<file path="config.mk">
export PLATFORM = sky130hd
export DESIGN_NAME = esm_issue_queue_flat
export DESIGN_NICKNAME = d
export VERILOG_FILES = /design/src/rtl/esm_issue_queue_if.sv /design/src/rtl/esm_issue_queue.sv /design/src/flat_wrapper.sv
export SDC_FILE = /design/constraint.sdc
export NUM_CORES = 1
export LEC_CHECK = 0
export CELL_PAD_IN_SITES_DETAIL_PLACEMENT = 0
export CELL_PAD_IN_SITES_GLOBAL_PLACEMENT = 1
export CORE_UTILIZATION = 46
export DETAILED_ROUTE_END_ITERATION = 8
export GPL_ROUTABILITY_DRIVEN = 0
export GPL_TIMING_DRIVEN = 0
export PLACE_DENSITY = 0.73
export REMOVE_ABC_BUFFERS = 1
export SLEW_MARGIN = 40
export SYNTH_ARGS = -nofsm -noshare
export SYNTH_HDL_FRONTEND = slang
export SYNTH_SLANG_ARGS = --single-unit
</file>
<file path="constraint.sdc">
create_clock -name clk -period 2.43 [get_ports clk]
set_clock_uncertainty 0.2 [all_clocks]
set_input_delay 0.486 -clock clk [delete_from_list [all_inputs] [get_ports clk]]
set_output_delay 0.486 -clock clk [all_outputs]
set_load 0.02 [all_outputs]
</file>
<file path="src/rtl/esm_issue_queue_if.sv">
// Producer-side and ESM-side signals of the issue queue, bundled so the queue
// and its environment share one definition.
interface esm_issue_queue_if #(
  parameter int DEPTH = 8
);
  localparam int CW = $clog2(DEPTH + 1);

  logic          in_valid;
  logic [31:0]   in_instr;
  logic          in_ready;
  logic          flush;
  logic          stall;
  logic          issue_valid;
  logic [31:0]   issue_instr;
  logic          issue_alusrc;
  logic          issue_regwrite;
  logic          illegal;
  logic [CW-1:0] count;

  modport master (
    output in_valid, in_instr, flush, stall,
    input  in_ready, issue_valid, issue_instr, issue_alusrc, issue_regwrite, illegal, count
  );

  modport slave (
    input  in_valid, in_instr, flush, stall,
    output in_ready, issue_valid, issue_instr, issue_alusrc, issue_regwrite, illegal, count
  );
endinterface

</file>
<file path="src/rtl/esm_issue_queue.sv">
// Issue front-end for the ESM execute stage: instruction FIFO, opcode decode and a
// registered issue slot that inserts bubbles when empty and holds on stall.
module esm_issue_queue #(
  parameter int          DEPTH     = 8,
  parameter logic [31:0] NOP_INSTR = 32'h0
) (
  input logic              clk,
  input logic              rst_n,
  esm_issue_queue_if.slave bus
);
  localparam int PW = $clog2(DEPTH);
  localparam int CW = $clog2(DEPTH + 1);

  logic [31:0]   mem_q [DEPTH];
  logic [PW-1:0] wr_ptr_q, wr_ptr_d;
  logic [PW-1:0] rd_ptr_q, rd_ptr_d;
  logic [CW-1:0] count_q, count_d;

  logic          issue_valid_q, issue_valid_d;
  logic [31:0]   issue_instr_q, issue_instr_d;
  logic          issue_alusrc_q, issue_alusrc_d;
  logic          issue_regwrite_q, issue_regwrite_d;
  logic          illegal_q, illegal_d;

  logic          full, empty, push, pop;
  logic [31:0]   head;
  logic          dec_valid, dec_as, dec_rw, dec_ill;
  logic [31:0]   dec_instr;

  assign full  = (count_q == CW'(DEPTH));
  assign empty = (count_q == '0);
  assign push  = bus.in_valid && !full;
  assign pop   = !bus.stall && !empty;
  assign head  = mem_q[rd_ptr_q];

  // The all-zero word is a deliberate bubble; any other unknown opcode is flagged.
  always_comb begin
    dec_valid = 1'b0;
    dec_as    = 1'b0;
    dec_rw    = 1'b0;
    dec_ill   = 1'b0;
    dec_instr = NOP_INSTR;
    case (head[6:0])
      7'b0000011: begin dec_valid = 1'b1; dec_as = 1'b1; dec_rw = 1'b1; dec_instr = head; end
      7'b0010011: begin dec_valid = 1'b1; dec_as = 1'b1; dec_rw = 1'b1; dec_instr = head; end
      7'b0110011: begin dec_valid = 1'b1; dec_as = 1'b0; dec_rw = 1'b1; dec_instr = head; end
      7'b0100011: begin dec_valid = 1'b1; dec_as = 1'b1; dec_rw = 1'b0; dec_instr = head; end
      7'b1010011: begin dec_valid = 1'b1; dec_as = 1'b0; dec_rw = 1'b0; dec_instr = head; end
      default:    dec_ill = (head != 32'h0);
    endcase
  end

  always_comb begin
    wr_ptr_d         = wr_ptr_q;
    rd_ptr_d         = rd_ptr_q;
    count_d          = count_q;
    issue_valid_d    = issue_valid_q;
    issue_instr_d    = issue_instr_q;
    issue_alusrc_d   = issue_alusrc_q;
    issue_regwrite_d = issue_regwrite_q;
    illegal_d        = illegal_q;
    if (bus.flush) begin
      wr_ptr_d         = '0;
      rd_ptr_d         = '0;
      count_d          = '0;
      issue_valid_d    = 1'b0;
      issue_instr_d    = NOP_INSTR;
      issue_alusrc_d   = 1'b0;
      issue_regwrite_d = 1'b0;
      illegal_d        = 1'b0;
    end else begin
      if (push) wr_ptr_d = wr_ptr_q + 1'b1;
      if (pop)  rd_ptr_d = rd_ptr_q + 1'b1;
      count_d = count_q + CW'(push) - CW'(pop);
      if (!bus.stall) begin
        if (empty) begin
          issue_valid_d    = 1'b0;
          issue_instr_d    = NOP_INSTR;
          issue_alusrc_d   = 1'b0;
          issue_regwrite_d = 1'b0;
          illegal_d        = 1'b0;
        end else begin
          issue_valid_d    = dec_valid;
          issue_instr_d    = dec_instr;
          issue_alusrc_d   = dec_as;
          issue_regwrite_d = dec_rw;
          illegal_d        = dec_ill;
        end
      end
    end
  end

  always_ff @(posedge clk or negedge rst_n) begin
    if (!rst_n) begin
      for (int i = 0; i < DEPTH; i++) mem_q[i] <= '0;
      wr_ptr_q         <= '0;
      rd_ptr_q         <= '0;
      count_q          <= '0;
      issue_valid_q    <= 1'b0;
      issue_instr_q    <= NOP_INSTR;
      issue_alusrc_q   <= 1'b0;
      issue_regwrite_q <= 1'b0;
      illegal_q        <= 1'b0;
    end else begin
      if (push && !bus.flush) mem_q[wr_ptr_q] <= bus.in_instr;
      wr_ptr_q         <= wr_ptr_d;
      rd_ptr_q         <= rd_ptr_d;
      count_q          <= count_d;
      issue_valid_q    <= issue_valid_d;
      issue_instr_q    <= issue_instr_d;
      issue_alusrc_q   <= issue_alusrc_d;
      issue_regwrite_q <= issue_regwrite_d;
      illegal_q        <= illegal_d;
    end
  end

  assign bus.in_ready       = !full;
  assign bus.count          = count_q;
  assign bus.issue_valid    = issue_valid_q;
  assign bus.issue_instr    = issue_instr_q;
  assign bus.issue_alusrc   = issue_alusrc_q;
  assign bus.issue_regwrite = issue_regwrite_q;
  assign bus.illegal        = illegal_q;
endmodule

</file>
<file path="src/flat_wrapper.sv">
// flat-port wrapper written by rule: the top's interface ports become plain ports
module esm_issue_queue_flat 
#(
  parameter int          DEPTH     = 8,
  parameter logic [31:0] NOP_INSTR = 32'h0
)
  (clk, rst_n, bus_in_valid, bus_in_instr, bus_flush, bus_stall, bus_in_ready, bus_issue_valid, bus_issue_instr, bus_issue_alusrc, bus_issue_regwrite, bus_illegal, bus_count);
  esm_issue_queue_if #(.DEPTH(DEPTH)) bus_i ();
  input logic clk;
  input logic rst_n;
  input wire logic [$bits(bus_i.in_valid)-1:0] bus_in_valid;
  input wire logic [$bits(bus_i.in_instr)-1:0] bus_in_instr;
  input wire logic [$bits(bus_i.flush)-1:0] bus_flush;
  input wire logic [$bits(bus_i.stall)-1:0] bus_stall;
  output wire logic [$bits(bus_i.in_ready)-1:0] bus_in_ready;
  output wire logic [$bits(bus_i.issue_valid)-1:0] bus_issue_valid;
  output wire logic [$bits(bus_i.issue_instr)-1:0] bus_issue_instr;
  output wire logic [$bits(bus_i.issue_alusrc)-1:0] bus_issue_alusrc;
  output wire logic [$bits(bus_i.issue_regwrite)-1:0] bus_issue_regwrite;
  output wire logic [$bits(bus_i.illegal)-1:0] bus_illegal;
  output wire logic [$bits(bus_i.count)-1:0] bus_count;
  assign bus_i.in_valid = bus_in_valid;
  assign bus_i.in_instr = bus_in_instr;
  assign bus_i.flush = bus_flush;
  assign bus_i.stall = bus_stall;
  assign bus_in_ready = bus_i.in_ready;
  assign bus_issue_valid = bus_i.issue_valid;
  assign bus_issue_instr = bus_i.issue_instr;
  assign bus_issue_alusrc = bus_i.issue_alusrc;
  assign bus_issue_regwrite = bus_i.issue_regwrite;
  assign bus_illegal = bus_i.illegal;
  assign bus_count = bus_i.count;
  esm_issue_queue #(.DEPTH(DEPTH), .NOP_INSTR(NOP_INSTR)) u_core (.clk(clk), .rst_n(rst_n), .bus(bus_i));
endmodule
</file>
==> results of run 1 <==
layout make-up:
type / instances / area [µm²]
clock buffer: 54 / 1090
clock inverter: 7 / 85.08
fill: 1890 / 9179
inverter: 8 / 30.03
multi-input combinational: 499 / 7246
sequential: 302 / 7570
tap: 384 / 480.5
timing repair buffer: 248 / 3100
what timing repair did:
item	CTS	global route
hold endpoints to repair	50	0
resized for setup	138	342
gates cloned	10	4
buffers inserted	73	54
hold buffers	1	0
endpoints found under the setup margin	272	242
pin swaps	25	47
power groups by stage:
stage	clock network (mW)	logic, mW	registers, mW
finish	5.34	7.69	6.88
global route	5.62	8.12	6.99
CTS	5.41	6.18	6.77
detailed placement	0	4.85	6.93
global placement	0	3.86	7.14
floorplan	0	3.03	6.95
cell usage after synthesis, types with 2 or more instances:
| library cell | instances |
|---|---|
| dfrtp_1 | 302 |
| mux2_2 | 257 |
| mux4_2 | 59 |
| nand2_1 | 41 |
| mux2i_1 | 30 |
| o31ai_2 | 25 |
| buf_2 | 24 |
| clkbuf_1 | 22 |
| nor2_1 | 14 |
| ha_1 | 8 |
| inv_1 | 8 |
| buf_1 | 7 |
| nand4_1 | 7 |
| nor3_1 | 5 |
| a21oi_1 | 4 |
| buf_6 | 4 |
| nor2b_1 | 4 |
| nor3b_1 | 4 |
| o31ai_1 | 4 |
| xnor2_1 | 4 |
| nand3b_1 | 3 |
| o21ai_0 | 3 |
| and2_1 | 2 |
| nand2b_1 | 2 |
| nor4_1 | 2 |
| o31ai_4 | 2 |
| xor2_1 | 2 |
layout by cell type (no fill, tap or decap), drive strengths merged, types with 3 or more instances in the layout:
master / Yosys / layout
nand3b: 3 / 3
nor3: 5 / 5
clkbuf: 22 / 58
buf: 35 / 167
ha: 8 / 8
o31ai: 31 / 31
nand2: 41 / 42
xnor2: 4 / 4
nor3b: 4 / 4
nor2: 14 / 14
mux4: 60 / 60
inv: 8 / 8
mux2i: 31 / 31
dfrtp: 302 / 302
mux2: 257 / 257
nand4: 7 / 7
a21oi: 4 / 4
nor2b: 4 / 4
o21ai: 3 / 3
clkinv: 0 / 5
clkdlybuf4s50: 0 / 74
layer usage:
metal / track usage (%) / part of all wire [%]
met1: 33.64 / 45
met3: 3.070 / 4.4
met5: 0 / 0.072
met2: 37.75 / 48
met4: 5.605 / 2.1
kinds of logic (layout without fill, tap and decap cells):
| logic type | after synthesis | in the layout | share of synthesized area, % |
|---|---|---|---|
| muxes | 348 | 348 | 33.77 |
| DFF | 302 | 302 | 55.93 |
| and+or+nand+nor | 90 | 91 | 3.232 |
| buffers and inverters | 65 | 317 | 2.250 |
| AOI/OAI and AO/OA | 45 | 45 | 3.537 |
| adders and majority gates | 9 | 9 | 0.8890 |
| xor gates and xnor gates | 6 | 6 | 0.3889 |
how the worst max path moves through the flow:
stage                                                   endpoint  cells after the start  slack (ns)
after floorplan                   u_core.bus.illegal$_DFFE_PN0P_                      5       -3.88
after global placement             u_core.bus.count[1]$_DFF_PN0_                      1      -12.69
after detailed placement          u_core.bus.illegal$_DFFE_PN0P_                      7       -1.27
after CTS                 u_core.bus.issue_instr[27]$_DFFE_PN0P_                      9       -0.33
after global routing       u_core.bus.issue_instr[5]$_DFFE_PN0P_                      9       -0.39
final                      u_core.bus.issue_instr[8]$_DFFE_PN0P_                      9       -0.35
critical path, delay by kind of cell, from the launching register on:
| kind | cells | cell delay (ns) |
|---|---|---|
| AO/OA/AOI/OAI | 4 | 0.74 |
| AND/OR/NAND/NOR | 1 | 0.60 |
| buffers and inverters | 4 | 0.62 |
| flip-flops | 1 | 0.50 |
sequential cells by signal (all words and copies together), names as in the netlist:
signal	cells
u_core.rd_ptr_q	3
u_core.wr_ptr_q	3
u_core.mem_q	256
u_core.bus.issue_regwrite	1
u_core.bus.issue_instr	32
u_core.bus.issue_alusrc	1
u_core.bus.illegal	1
u_core.bus.count	4
u_core.bus.issue_valid	1
==> out/metrics.yaml, run 1 <==
ys_seq_area_share_pct: 55.93
p_leak_nw: 8.878
drt_iter0_drc: 610
placedCellCount: 1321
timing.hold.ws_ns: 0.2516
grt_max_degree: 74
crit_start: "u_core.rd_ptr_q[1]$_DFFE_PN0P_"
cap_violations: 0
tritoncts: "yes"
synthFlopType: "dfrtp_1"
critPathLaunchType: "register"
r2r_end: "u_core.bus.issue_instr[8]$_DFFE_PN0P_"
ys_types: 43
cp_slowest_cell: "or4b_4"
postLayoutCellArea_mm2: 0.01960
cts-root-buf: "clkbuf_16"
clockBufferDepth: 3
instances_no_fill: 1502
start_util_pct: 46.95
wirelength_um: 37290
hold_path.class: "in2async"
via_per_inst: 5.690
via_count: 8547
clkTransAtPathRegs_ns: 0.06
drv_slew: 0
port_buffers: 77
die_w_um: 173.4
violations: "setup timing"
numClockSinks: 302
setup-violations-final: 268
power.share.combinational_pct: 38.6
fin_util_pct: 68.11
first_pass_iters: 5
fmax_mhz: 360.2
ir_drop_v: 0.0004613
switching_share_pct: 31.00
power_frac_seq_pct: 34.6
track_usage_pct: 23.36
cp_cell_sequence: "buf_12, buf_16, o311ai_4, o32a_1, o211ai_1, or4b_4, buf_6, buf_16, o31ai_4"
crit_required_ns: 2.64
dpl-instance-area_mm2: 0.01524
post-route-period-util_pct: 114.2
ant_nets: 0
p_int_mw: 13.73
synthDominantAreaCellType: "dfrtp_1"
p_switching_mw: 6.169
antenna_found_initial: 2
place_ws_ns: -1.268
synth_edf_count: 0
hold_viol_final: 0
synth_top_area_share_pct: 55.93
cp-end-kind: "register"
worst_pin_slew_ns: 1.060
coreArea_mm2: 0.02878
grt_pass1_vias: 8720
drc_errors: 0
hpwl_um: 20000
cts-buffers-inserted: 35
grt_setup_unrepaired: "yes"
area_growth_pct: 45.07
r2r-start: "u_core.rd_ptr_q[1]$_DFFE_PN0P_"
synth.area.top_cells: "dfrtp_1, mux2_2, mux4_2, o31ai_2, mux2i_1"
nets: 1140
avgSynthCellArea_um2: 15.62
path_max_fanout: 7
fin_ws_ns: -0.3459
cp_data_arrival_time_ns: 2.98
dieArea_mm2: 0.03006
setup_tns_ns: -38.94
status: "finished, violations left"
grt_pass1_wl_um: 53450
antenna_cells: 0
p_clk_share_pct: 26.8
powerDensity_mw_per_mm2: 1015
crit_type: "reg2reg"
slowest_delay_ns: 0.60
synthArstFlopShare_pct: 100.0
die_h_um: 173.4
period_minus_slack_ns: 2.776
htreeDepth: 2
max_slew_margin_pct: 29.10
regToRegSetupSlack_ns: -0.35
drive_gt1_share_pct: 57.69
rr_worst_depth: 9
num_rows: 62
synthesis.area_mm2: 0.01351
ys_warn_count: 0
routedWlPerCell_um: 24.83
clk_latency_ns: 0.51
ys_seq_elements: 302
crit_top_cell: "buf_16"
power_mw: 19.90
gr-total-overflow: 0
io_pins: 78
syn-instance-count: 865
No activity file was read; power rests on OpenSTA's default activity.
==> run 2, diff against run 1 <==
--- a/config.mk
+++ b/config.mk
@@ -11,6 +11,7 @@
 export DETAILED_ROUTE_END_ITERATION = 8
 export GPL_ROUTABILITY_DRIVEN = 0
 export GPL_TIMING_DRIVEN = 0
+export MAX_ROUTING_LAYER = met4
 export PLACE_DENSITY = 0.73
 export REMOVE_ABC_BUFFERS = 1
 export SLEW_MARGIN = 40
==> run 2 against run 1 <==
The run still ends with setup timing left; combinational power down 3.4%; via count down 1.2%; die area stayed put; first-iteration DRC count down 16%.
==> out/metrics.yaml, run 2 (synthesized netlist as in run 1, its figures left out) <==
cp-end-kind: "register"
grt_setup_unrepaired: "yes"
violations: "setup timing"
ant_nets: 0
antenna_found_initial: 2
die_h_um: 173.4
coreArea_mm2: 0.02878
fin_ws_ns: -0.3201
path_max_fanout: 7
worst_pin_slew_ns: 0.7980
top_layer: "met4"
clk_latency_ns: 0.50
cp_data_arrival_time_ns: 2.96
routedWlPerCell_um: 24.60
drive_gt1_share_pct: 57.10
num_rows: 62
layout_common_cells: "dfrtp_1, mux2_4, mux2_2"
dieArea_mm2: 0.03006
first_pass_iters: 4
place_ws_ns: -1.268
max_slew_margin_pct: 46.80
clkTransAtPathRegs_ns: 0.06
hpwl_um: 20000
met3_length_um: 1559
clockBufferDepth: 3
drv_slew: 0
cp_slowest_cell: "or4b_4"
drc_errors: 0
post-route-period-util_pct: 113.2
via_per_inst: 5.665
nets: 1127
cp_cell_sequence: "buf_12, buf_16, buf_4, nor3_4, or4b_4, o211ai_1, or4b_4, buf_6, buf_16, o31ai_4"
area_growth_pct: 42.75
critPathLaunchType: "register"
gr-total-overflow: 0
tritoncts: "yes"
port_buffers: 77
fin_util_pct: 67.02
period_minus_slack_ns: 2.750
track_usage_pct: 24.07
grt_pass1_wl_um: 53410
numClockSinks: 302
worst-path-buf-inv: 5
cts-root-buf: "clkbuf_16"
crit_type: "reg2reg"
grt_max_degree: 74
wl_met1_um: 16410
largest_reg_flops: 256
fmax_mhz: 363.6
slowest_delay_ns: 0.60
final_common_cell: "dfrtp_1"
p_leak_nw: 8.606
drt_iter0_drc: 513
critPathTopFamily: "simple AND/OR/NAND/NOR gates"
powerDensity_mw_per_mm2: 1016
hold_viol_final: 0
die_w_um: 173.4
setup-violations-final: 263
via_count: 8447
ir_drop_v: 0.0005097
wirelength_um: 36680
crit_required_ns: 2.64
cts-buffers-inserted: 35
start_util_pct: 46.95
status: "finished, violations left"
io_pins: 78
cap_violations: 0
met2_length_um: 18090
grt_pass1_vias: 8727
largest-register: "u_core.mem_q"
hold_path.class: "in2async"
htreeDepth: 2
## run 2: changes by cell type in the layout (fill, tap and decap cells not counted), sizes merged
| cell | change |
|---|---|
| buf | -11 |
| clkbuf | -1 |
| clkinvlp | +1 |
| diode | +2 |
| inv | -1 |
| nand2 | -1 |
## run 2: where the power goes
part | internal (mW) | total (mW) | leakage, nW | switching [mW]
Clock | 3.29 | 5.32 | 0.584 | 2.03
Combinational | 4.05 | 7.43 | 4.00 | 3.37
Sequential | 6.19 | 6.86 | 4.03 | 0.670
## run 2: stage by stage
step / TNS (ns) / cells / hold slack, ns / power (mW) / cell area, µm²
after global placement: -4970.71 / 1269 / 0.2621 / 11.00 / 14490
after CTS: -12.81 / 1460 / 0.2551 / 18.35 / 17880
after detailed placement: -204.15 / 1321 / 0.1874 / 11.78 / 15240
after floorplan: -453.28 / 808 / -0.009591 / 9.979 / 13240
final: -41.68 / 1491 / 0.2527 / 19.61 / 19290
after global routing: -58.34 / 1491 / 0.2676 / 20.43 / 19290
## run 2: path summary, 6_finish.rpt
kind                                                        from                               endpoint  slack, ns  depth (start not counted)
setup / recovery                  u_core.rd_ptr_q[1]$_DFFE_PN0P_  u_core.bus.issue_instr[8]$_DFFE_PN0P_      -0.32                         10
setup reg to reg                  u_core.rd_ptr_q[1]$_DFFE_PN0P_  u_core.bus.issue_instr[8]$_DFFE_PN0P_      -0.32                         10
hold / removal                                             rst_n           u_core.mem_q[40]$_DFFE_PN0P_       0.25                          2
max in group asynchronous                                  rst_n         u_core.rd_ptr_q[0]$_DFFE_PN0P_       0.70                          4
min in group clk           u_core.bus.issue_instr[0]$_DFFE_PN0P_  u_core.bus.issue_instr[0]$_DFFE_PN0P_       0.28                          2
hold reg to reg            u_core.bus.issue_instr[0]$_DFFE_PN0P_  u_core.bus.issue_instr[0]$_DFFE_PN0P_       0.28                          2
## run 2: cell type report
type	instances	area, µm²
clock buffer	54	1090
sequential	302	7570
tap	384	480.5
fill	1922	9492
inverter	8	33.78
multi-input combinational	498	7036
timing repair buffer	236	2989
antenna	2	5.005
clock inverter	7	85.08
## run 2: repair_timing
| item | 4_1_cts | 5_1_grt |
|---|---|---|
| hold buffers | 1 | 0 |
| gates resized for setup | 138 | 287 |
| gates cloned | 10 | 2 |
| hold endpoints to repair | 50 | 0 |
| pin swaps | 25 | 46 |
| buffers inserted | 73 | 43 |
| setup endpoints to repair | 272 | 241 |
## run 2: metal layers
layer | GRT usage, % | vias to the layer above
met5 | - | -
met4 | 5.605 | 0
met3 | 3.114 | 47
met2 | 37.65 | 167
met1 | 33.66 | 4575
li1 | - | 3658
==> run 3, diff against run 2 <==
--- a/config.mk
+++ b/config.mk
@@ -7,7 +7,9 @@
 export LEC_CHECK = 0
 export CELL_PAD_IN_SITES_DETAIL_PLACEMENT = 0
 export CELL_PAD_IN_SITES_GLOBAL_PLACEMENT = 1
+export CORE_ASPECT_RATIO = 1.4
 export CORE_UTILIZATION = 46
+export CTS_CLUSTER_DIAMETER = 50
 export DETAILED_ROUTE_END_ITERATION = 8
 export GPL_ROUTABILITY_DRIVEN = 0
 export GPL_TIMING_DRIVEN = 0
==> run 3 against run 2 <==
Via count down 1.9%; the run still ends with setup timing left; largest cell class unchanged; combinational power down 12%; cell area down 4.1%; sequential power about the same.
==> out/metrics.yaml, run 3 (synthesized netlist as in run 1, its figures left out) <==
antenna_cells: 0
powerDensity_mw_per_mm2: 1019
p_leak_nw: 8.470
grt_max_degree: 75
ant_nets: 0
via_count: 8285
crit_required_ns: 2.65
drv_slew: 0
start_util_pct: 47.11
largest_reg_flops: 256
clkTransAtPathRegs_ns: 0.07
drt_iter0_drc: 430
setup-violations-final: 196
nets: 1085
dieArea_mm2: 0.03007
timing.hold.ws_ns: 0.2479
place_ws_ns: -1.233
path_max_fanout: 8
grt_setup_unrepaired: "yes"
setup_tns_ns: -36.88
critPathLaunchType: "register"
critPathTopFamily: "simple AND/OR/NAND/NOR gates"
postLayoutCellArea_mm2: 0.01850
power_frac_seq_pct: 36.4
first_pass_iters: 4
clockBufferDepth: 3
cp_data_arrival_time_ns: 3.13
gr-total-overflow: 0
num_rows: 73
cts-buffers-inserted: 34
dpl-instance-area_mm2: 0.01515
worst-path-buf-inv: 3
status: "finished, violations left"
ir_drop_v: 0.0004842
hold_path.class: "in2async"
coreArea_mm2: 0.02868
hpwl_um: 19660
cp-end-kind: "register"
wirelength_um: 35660
grt_pass1_vias: 8515
port_buffers: 77
r2r-start: "u_core.rd_ptr_q[0]$_DFFE_PN0P_"
io_pins: 78
tritoncts: "yes"
cts-root-buf: "clkbuf_16"
fin_ws_ns: -0.4749
antenna_found_initial: 0
rr_worst_depth: 8
layout_common_cells: "dfrtp_1, mux2_4, mux2_2"
drc_errors: 0
cp_slowest_cell: "or4b_4"
drive_gt1_share_pct: 53.25
period_minus_slack_ns: 2.905
final_common_cell: "dfrtp_1"
crit_type: "reg2reg"
power.share.combinational_pct: 34.8
p_clk_share_pct: 28.8
crit_top_cell: "buf_12"
routedWlPerCell_um: 24.80
worst_pin_slew_ns: 0.7973
r2r_end: "u_core.bus.issue_instr[31]$_DFFE_PN0P_"
slowest_delay_ns: 0.67
cap_violations: 0
p_int_mw: 13.09
hold_viol_final: 0
htreeDepth: 2
grt_pass1_wl_um: 50280
clk_latency_ns: 0.52
die_h_um: 204.8
largest-register: "u_core.mem_q"
area_growth_pct: 36.94
violations: "setup timing"
p_switching_mw: 5.759
numClockSinks: 302
track_usage_pct: 22.80
fmax_mhz: 344.2
regToRegSetupSlack_ns: -0.47
cp_cell_sequence: "buf_12, buf_8, mux4_2, mux2i_2, or2_1, or4b_4, buf_12, o31ai_2"
max_slew_margin_pct: 46.85
die_w_um: 146.8
switching_share_pct: 30.55
post-route-period-util_pct: 119.5
via_per_inst: 5.761
==> run 3: area by class of cell <==
| class | count | area, µm² |
|---|---|---|
| tap | 375 | 469.2 |
| inverter | 8 | 30.03 |
| sequential | 302 | 7569 |
| fill | 2044 | 10180 |
| timing repair buffer | 195 | 2539 |
| clock inverter | 9 | 131.4 |
| clock buffer | 51 | 1069 |
| multi-input combinational | 498 | 6696 |
==> run 3: layer usage <==
| metal | GRT usage, % | routed length (µm) |
|---|---|---|
| met1 | 29.99 | 15540 |
| met2 | 37.27 | 17960 |
| met3 | 2.829 | 1310 |
| met4 | 6.548 | 851 |
| met5 | - | 0 |
==> run 3: per-stage QoR <==
step	utilization (%)	total power, mW	std cells
after CTS	59.51	17.70	1408
after global placement	50.48	10.99	1260
final	64.51	18.85	1438
after detailed placement	52.84	11.78	1310
after floorplan	-	9.979	808
after global routing	64.51	19.66	1438
==> run 3: power by group through the flow <==
| stage | Combinational (mW) | Sequential [mW] | Clock [mW] |
|---|---|---|---|
| global placement | 3.85 | 7.14 | 0 |
| detailed placement | 4.84 | 6.94 | 0 |
| global route | 6.95 | 6.97 | 5.74 |
| finish | 6.56 | 6.86 | 5.44 |
| CTS | 5.41 | 6.76 | 5.53 |
| floorplan | 3.03 | 6.95 | 0 |
==> run 3: worst max-delay path by stage <==
stage,slack [ns],depth (start not counted),to,start
2_1_floorplan,-3.88,5,u_core.bus.illegal$_DFFE_PN0P_,u_core.rd_ptr_q[0]$_DFFE_PN0P_
3_3_place_gp,-12.63,1,u_core.mem_q[7]$_DFFE_PN0P_,rst_n
3_5_place_dp,-1.23,7,u_core.mem_q[71]$_DFFE_PN0P_,bus_flush
4_1_cts,-0.43,8,u_core.bus.issue_instr[20]$_DFFE_PN0P_,u_core.rd_ptr_q[1]$_DFFE_PN0P_
5_1_grt,-0.51,8,u_core.bus.issue_instr[31]$_DFFE_PN0P_,u_core.rd_ptr_q[0]$_DFFE_PN0P_
6_report,-0.47,8,u_core.bus.issue_instr[31]$_DFFE_PN0P_,u_core.rd_ptr_q[0]$_DFFE_PN0P_
==> run 3: what timing repair did <==
item,CTS,global route
pin swaps,10,33
setup buffers,39,24
endpoints found under the hold margin,38,0
gates resized for setup,94,239
gates cloned,1,12
setup endpoints to repair,269,251
hold buffers,1,0
